### src/rtl/cbu.sv
// cbu: 4-bit computation block with a two-stage registered pipeline.
//
// Stage 1 captures the opcode (in[8:6]) and operands a/b on every rising
// edge. Stage 2 computes the registered result from the stage-1 contents.
// The up/down counter opcodes continue from the previous result only when
// the same counter opcode was executed on the previous stage-2 edge.
//
// Ports:
//   out  output [3:0]  registered result
//   in   input  [8:0]  instruction word; [8:6] opcode, [5:0] ignored
//   a    input  [3:0]  operand A (unsigned)
//   b    input  [3:0]  operand B (unsigned)
//   rst  input         asynchronous active-high reset
//   clk  input         rising-edge clock
module cbu (
    output logic [3:0] out,
    input  logic [8:0] in,
    input  logic [3:0] a,
    input  logic [3:0] b,
    input  logic       rst,
    input  logic       clk
);

    localparam logic [2:0] OP_ADD = 3'b000;
    localparam logic [2:0] OP_SUB = 3'b001;
    localparam logic [2:0] OP_INC = 3'b010;
    localparam logic [2:0] OP_DEC = 3'b011;
    localparam logic [2:0] OP_CMP = 3'b100;
    localparam logic [2:0] OP_CUP = 3'b101;
    localparam logic [2:0] OP_CDN = 3'b110;
    localparam logic [2:0] OP_DBL = 3'b111;

    logic [2:0] op_q, op_d;
    logic [3:0] a_q, a_d;
    logic [3:0] b_q, b_d;
    logic [3:0] out_q, out_d;
    logic [2:0] last_op_q, last_op_d;
    logic       last_vld_q, last_vld_d;
    logic       cnt_cont;

    // Reserved instruction bits are intentionally ignored.
    logic unused_in;
    assign unused_in = ^in[5:0];

    always_comb begin
        op_d = in[8:6];
        a_d  = a;
        b_d  = b;

        // A counter continues only if the same counter opcode ran last edge;
        // switching between up and down also restarts from zero.
        cnt_cont = last_vld_q && (last_op_q == op_q);

        out_d = 4'd0;
        unique case (op_q)
            OP_ADD: out_d = a_q + b_q;
            OP_SUB: out_d = a_q - b_q;
            OP_INC: out_d = a_q + 4'd1;
            OP_DEC: out_d = a_q - 4'd1;
            OP_CMP: out_d = {1'b0, (a_q > b_q), (a_q < b_q), (a_q == b_q)};
            OP_CUP: out_d = cnt_cont ? (out_q + 4'd1) : 4'd0;
            OP_CDN: out_d = cnt_cont ? (out_q - 4'd1) : 4'd0;
            OP_DBL: out_d = {a_q[2:0], 1'b0};
            default: out_d = 4'd0;
        endcase

        last_op_d  = op_q;
        last_vld_d = 1'b1;
    end

    always_ff @(posedge clk or posedge rst) begin
        if (rst) begin
            op_q       <= 3'd0;
            a_q        <= 4'd0;
            b_q        <= 4'd0;
            out_q      <= 4'd0;
            last_op_q  <= 3'd0;
            last_vld_q <= 1'b0;
        end else begin
            op_q       <= op_d;
            a_q        <= a_d;
            b_q        <= b_d;
            out_q      <= out_d;
            last_op_q  <= last_op_d;
            last_vld_q <= last_vld_d;
        end
    end

    assign out = out_q;

endmodule

### config.mk
export PLATFORM = sky130hd
export DESIGN_NAME = cbu
export DESIGN_NICKNAME = d
export VERILOG_FILES = /design/src/rtl/cbu.sv
export SDC_FILE = /design/constraint.sdc
export NUM_CORES = 1
export LEC_CHECK = 0
export ABC_AREA = 1
export ABC_CLOCK_PERIOD_IN_PS = 3200
export CAP_MARGIN = 15
export CORE_UTILIZATION = 35
export CTS_BUF_LIST = sky130_fd_sc_hd__clkbuf_4
export DETAILED_ROUTE_END_ITERATION = 16
export GPL_ROUTABILITY_DRIVEN = 1
export HOLD_SLACK_MARGIN = 0.06
export PLACE_DENSITY_LB_ADDON = 0.1
export SLEW_MARGIN = 20
export SYNTH_ARGS = -nofsm -noshare
export SYNTH_HDL_FRONTEND = slang
export SYNTH_SLANG_ARGS = --single-unit
### constraint.sdc
create_clock -name clk -period 3.2 [get_ports clk]
set_input_delay 0.8 -clock clk [delete_from_list [all_inputs] [get_ports clk]]
set_output_delay 0.8 -clock clk [all_outputs]
set_load 0.03 [all_outputs]
Word-level counts from Yosys, hierarchy flattened
Index checks and enable logic that the tools add are counted.
Storage, ports and cells
  flip-flop bits (word level): 19
  latch bits: 0
  memory bits (writable): 0
  ROM bits: 0
  input bits: 19
  output and inout bits: 4
  word-level logic and storage cells: 28
  memories kept: 0
Operators by class
  add/subtract/negate cells: 6
  $mul: 0
  divide/modulo/power cells: 0
  magnitude comparators: 2
  eq/ne operators: 9
  shift-type cells: 0
  muxes and demuxes: 3
  bitwise gates (word level): 0
  reductions and logical operators: 2
Operators with widths (number)
  one-hot mux 4 bit (8 select lines): 1
  == test 3 bit, second input constant: 4
  adder 4 x 1 -> 4 bit, second input constant: 2
  two-way mux 4 bit: 2
  subtractor 4 x 1 -> 4 bit, second input constant: 2
  == test 3 x 2 -> 1 bit, second input constant: 2
  adder 4 bit: 1
  == test 4 bit: 1
  greater-than comparator 4 bit: 1
  less-than comparator 4 bit: 1
  subtractor 4 bit: 1
  == test 3 x 1 -> 1 bit, second input constant: 1
  == test 3 bit: 1
  logical NOT 3 bit: 1
  logical AND 1 bit: 1

Depth between registers and ports, before layout
  word-level depth: 4
  depth in mapped cells: 15

Worst setup path before layout
No wires, ideal clock.
  path type: reg-to-reg
  start point: register b_q[1]
  end point: register out_q[3], in the netlist out[3]
  library setup time: 0.119 ns
  data arrival time: 1.642 ns
  slack: 1.439 ns
  cell stages (with the launch flop): 14
  path buffers: 0
  path through: dfrtp_1 inv_1 ha_1 xnor2_1 o21ai_0 ha_1 a21oi_1 nand2_1 nand2_1 nand2_1 inv_1 nand2_1 nand3_1 nand2_1
Between the ends
  cells in the longest elaborated chain, start to end: 2
  elaborated cells on any way between the ends: 3
Ends and longest elaborated chain
  start, declared: line 35  | logic [3:0] b_q, b_d;
  start signal, assigned: line 75  | b_q <= 4'd0;
  start signal, assigned: line 82  | b_q <= b_d;
  subtractor 4 bit or adder 4 bit (tied branches): line 57, 56
  one-hot mux 4 bit (8 select lines) (*): line 55  | unique case (op_q)
  via out_d[3]: line 36  | logic [3:0] out_q, out_d;
  end signal, assigned: line 83  | out_q <= out_d;
  end, declared: line 36
The timed path passes the listed nets; every way through them passes the cells marked *.

Worst setup path after layout
  start point: register out_q[2], in the netlist out[2]
  end point: output out[2]
RTL lines
  end, declared: line 16  | output logic [3:0] out,
No word-level cell between the ends.

==> impl_metrics.csv <==
group,metric,value,unit
timing,maxSlewViolCount,0,
cts,post_cts_resize_count,0,
critical_path,origin_of_the_worst_setup_path,"out[2]",
critical_path,worst_setup_path_endpoint,"out[2]",
synth,synth.cell_area,0.00124,mm2
grt,grt_pass1_vias,960,
timing,post-route-period-util,71.4,%
critical_path,endpoint_kind,"output pin",
critical_path,crit_cells,1,
final_layout,final_layout_size_suffix_gt1_share,8.24,%
synth,yosys.area.top_type_share,38.2,%
final_layout,multiInputGateArea,646,um2
timing,finalClockSkew,0.00421,ns
critical_path,critPathBufInv,1,
cts,cts.sinks,19,
pwr,peakVddDrop,190,uV
floorplan,chipWidth,61.6,um
final_layout,diodes,0,
timing,timing.hold.ws,0.606,ns
detailed_routing,routed_wire_length_per_instance,11.2,um
floorplan,initial_utilization,37.0,%
place,portBuffers,16,
final_layout,finish.net_count,202,
synth,synth-edff-count,0,
critical_path,reg2regPathDepth,14,
timing,max_freq,437,MHz
cts,clock_insertion_delay_worst_skew,0.30,ns
detailed_routing,drtPass1Iterations,4,
synth,synthTopCellsByArea,"dfrtp_1, nand2_1, ha_1",
final_layout,utilization,43.4,%
detailed_routing,route.detailed.drc,0,
grt,global_route_total_usage_across_every_layer,15.2,%
final_layout,area_growth_syn_to_layout,17.3,%
critical_path,worstPathMaxFanout,6,
cts,cts-root-to-sink-buffers,2,
synth,synth_largest_area_cell,"dfrtp_1",
floorplan,placeableCoreArea,0.00336,mm2
grt,initial_antenna_violation_count,0,
timing,tightest_slew,0.741,ns
pwr,power.density_cell_area,393,mW/mm2
critical_path,critical_path_required,2.40,ns
pwr,cellLeakagePower,0.000728,uW
synth,synth.yosys.warnings,0,
critical_path,timing.critical_path.arrival,1.49,ns
place,hpwl,1.95,mm
timing,hold_viol_final,0,
detailed_routing,drt_iter0_drc,20,
cts,cts.root.buffer_cell,"clkbuf_4",
critical_path,setup.reg_to_reg.worst_slack,1.14,ns
floorplan,die_height,61.6,um
grt,largest_net_degree_at_the_start_of_global_routing,20,
synth,post_synth.cell_area_avg,8.13,um2
floorplan,die_area,0.00380,mm2
floorplan,boundaryPins,23,
floorplan,row_count,21,
cts,cts_buffers,3,
cts,postCtsSetupRepairBufs,0,
detailed_routing,routed-via-count,1022,
critical_path,critPathMaxStageDelay,0.71,ns
timing,setup_tns,0,ns
detailed_routing,viasPerCell,4.73,
timing,post-route-min-period,2.29,ns
synth,syn_inst,153,
detailed_routing,drt.antenna.violating_nets,0,
critical_path,crit-reg2reg-launch,"last_op_d[2]",
synth,synth_seq_cells,19,
final_layout,final.fill_count,376,
synth,yosysUniqueCellTypes,29,
synth,postSynth.asyncResetShare,100,%
critical_path,crit-reg2reg-capture,"out[3]",
final_layout,area.sequential,475,um2
status,run_status,"completed",
critical_path,crit_slowest_cell,"clkdlybuf4s50_1",
place,globalplace.congestion,0.866,
timing,slew-limit-headroom,50.6,%
critical_path,worst_setup_path_start_kind,"flip-flop",
synth,postSynthNetCount,184,
grt,grt_first_pass_wirelength,4.13,mm
synth,synth_seq_area_share,38.2,%
grt,globalRouteOverflowTotal,0,
cts,cts_hold_buf,0,
critical_path,path_cells,"clkdlybuf4s50_1",
cts,ctsHtreeMaxLevel,1,
detailed_routing,drt_wl_total,2.42,mm
timing,grt_setup_unrepaired,"no",
critical_path,worstSetupPathType,"reg2out",
cts,clk_pin_slew_worst_paths,0.11,ns
pwr,total_power_of_the_final_layout,574,uW
hold_path,path_category_of_the_worst_min_delay_check,"reg2reg",
synth,postSynth.topFlopCell,"dfrtp_1",
flow_run,drv.max_cap_violation_count,0,
timing,count_of_endpoints_failing_setup_in_the_final_report,0,
critical_path,timing.critical_path.max_delay_family,"buffers and inverters",
cts,tritoncts,"built",
## Yosys cell counts, types with 2 or more instances
cell type and count:
nand2_1 41, dfrtp_1 19, inv_1 19, nand3_1 13
ha_1 10, nor2_1 9, a21oi_1 4, inv_2 4
xnor2_1 4, nand3b_1 3, nand4_1 3, o21ai_0 3
buf_6 2, fa_1 2, nor3_1 2, o21ai_1 2
## per-layer routing
layer	share of wire (%)	up-vias	GRT usage (%)	wire, um
met5	0	-	0	0
met4	0.83	0	6.67	20
met3	3.0	2	1.89	72
met2	48	19	24.6	1160
met1	48	483	20.4	1170
li1	-	518	-	-
## final cells by class
type | instances | area share (%)
multi-input combinational | 107 | 44.3
timing repair buffer | 16 | 11.0
tap | 46 | 3.95
clock buffer | 3 | 1.54
clock inverter | 1 | 0.343
inverter | 24 | 6.35
sequential | 19 | 32.6
## cells by family after synthesis
group / share of synthesized area [%]
xor gates and xnor gates: 4.12
DFF: 38.2
AOI/OAI and AO/OA: 6.94
other: 0.302
adders and majority gates: 13.3
buffers and inverters: 9.86
and+or+nand+nor: 27.3
## per-stage QoR
step           std cells  worst slack, ns  cell area (um2)
2_1_floorplan        153             1.44             1240
5_1_grt              216            0.838             1460
3_5_place_dp         212             1.17             1430
3_3_place_gp         212             1.19             1430
6_report             216            0.914             1460
4_1_cts              216            0.890             1460
## how the worst min path moves through the flow
stage	slack (ns)	depth (start not counted)	to	start
floorplan	0.35	0	last_op_q[1]	last_op_d[1]
global route	0.65	0	last_op_q[1]	last_op_d[1]
CTS	0.61	0	last_op_q[1]	last_op_d[1]
global placement	0.59	0	last_op_q[1]	last_op_d[1]
finish	0.61	0	last_op_q[1]	last_op_d[1]
detailed placement	0.59	0	last_op_q[1]	last_op_d[1]
## flip-flops by register name (all words and copies together) (netlist names)
| register | cells |
|---|---|
| last_op_q | 3 |
| last_vld_q | 1 |
| b_q | 4 |
| a_q | 4 |
| last_op_d | 3 |
| out | 4 |
## placed cells by master (no fill, tap or decap), drive strengths merged
master	Yosys	routed
nand2	42	42
inv	24	24
dfrtp	19	19
clkdlybuf4s50	0	16
nand3	14	14
ha	10	10
nor2	10	10
xnor2	5	5
o21ai	5	5
a21oi	4	4
nand3b	3	3
nand4	3	3
clkbuf	0	3
nor3	2	2
fa	2	2
a21boi	1	1
o211ai	1	1
a22oi	1	1
nor3b	1	1
o22ai	1	1
o21a	1	1
clkinv	0	1
conb	1	1
## power breakdown
| part | total [uW] | leakage, uW | internal, uW | switching [uW] |
|---|---|---|---|---|
| sequential | 281 | 0.000224 | 257 | 23.9 |
| combinational | 168 | 0.000486 | 77.2 | 91.2 |
| clock | 124 | 0.0000177 | 46.6 | 77.5 |
No activity file was read; power rests on OpenSTA's default activity.
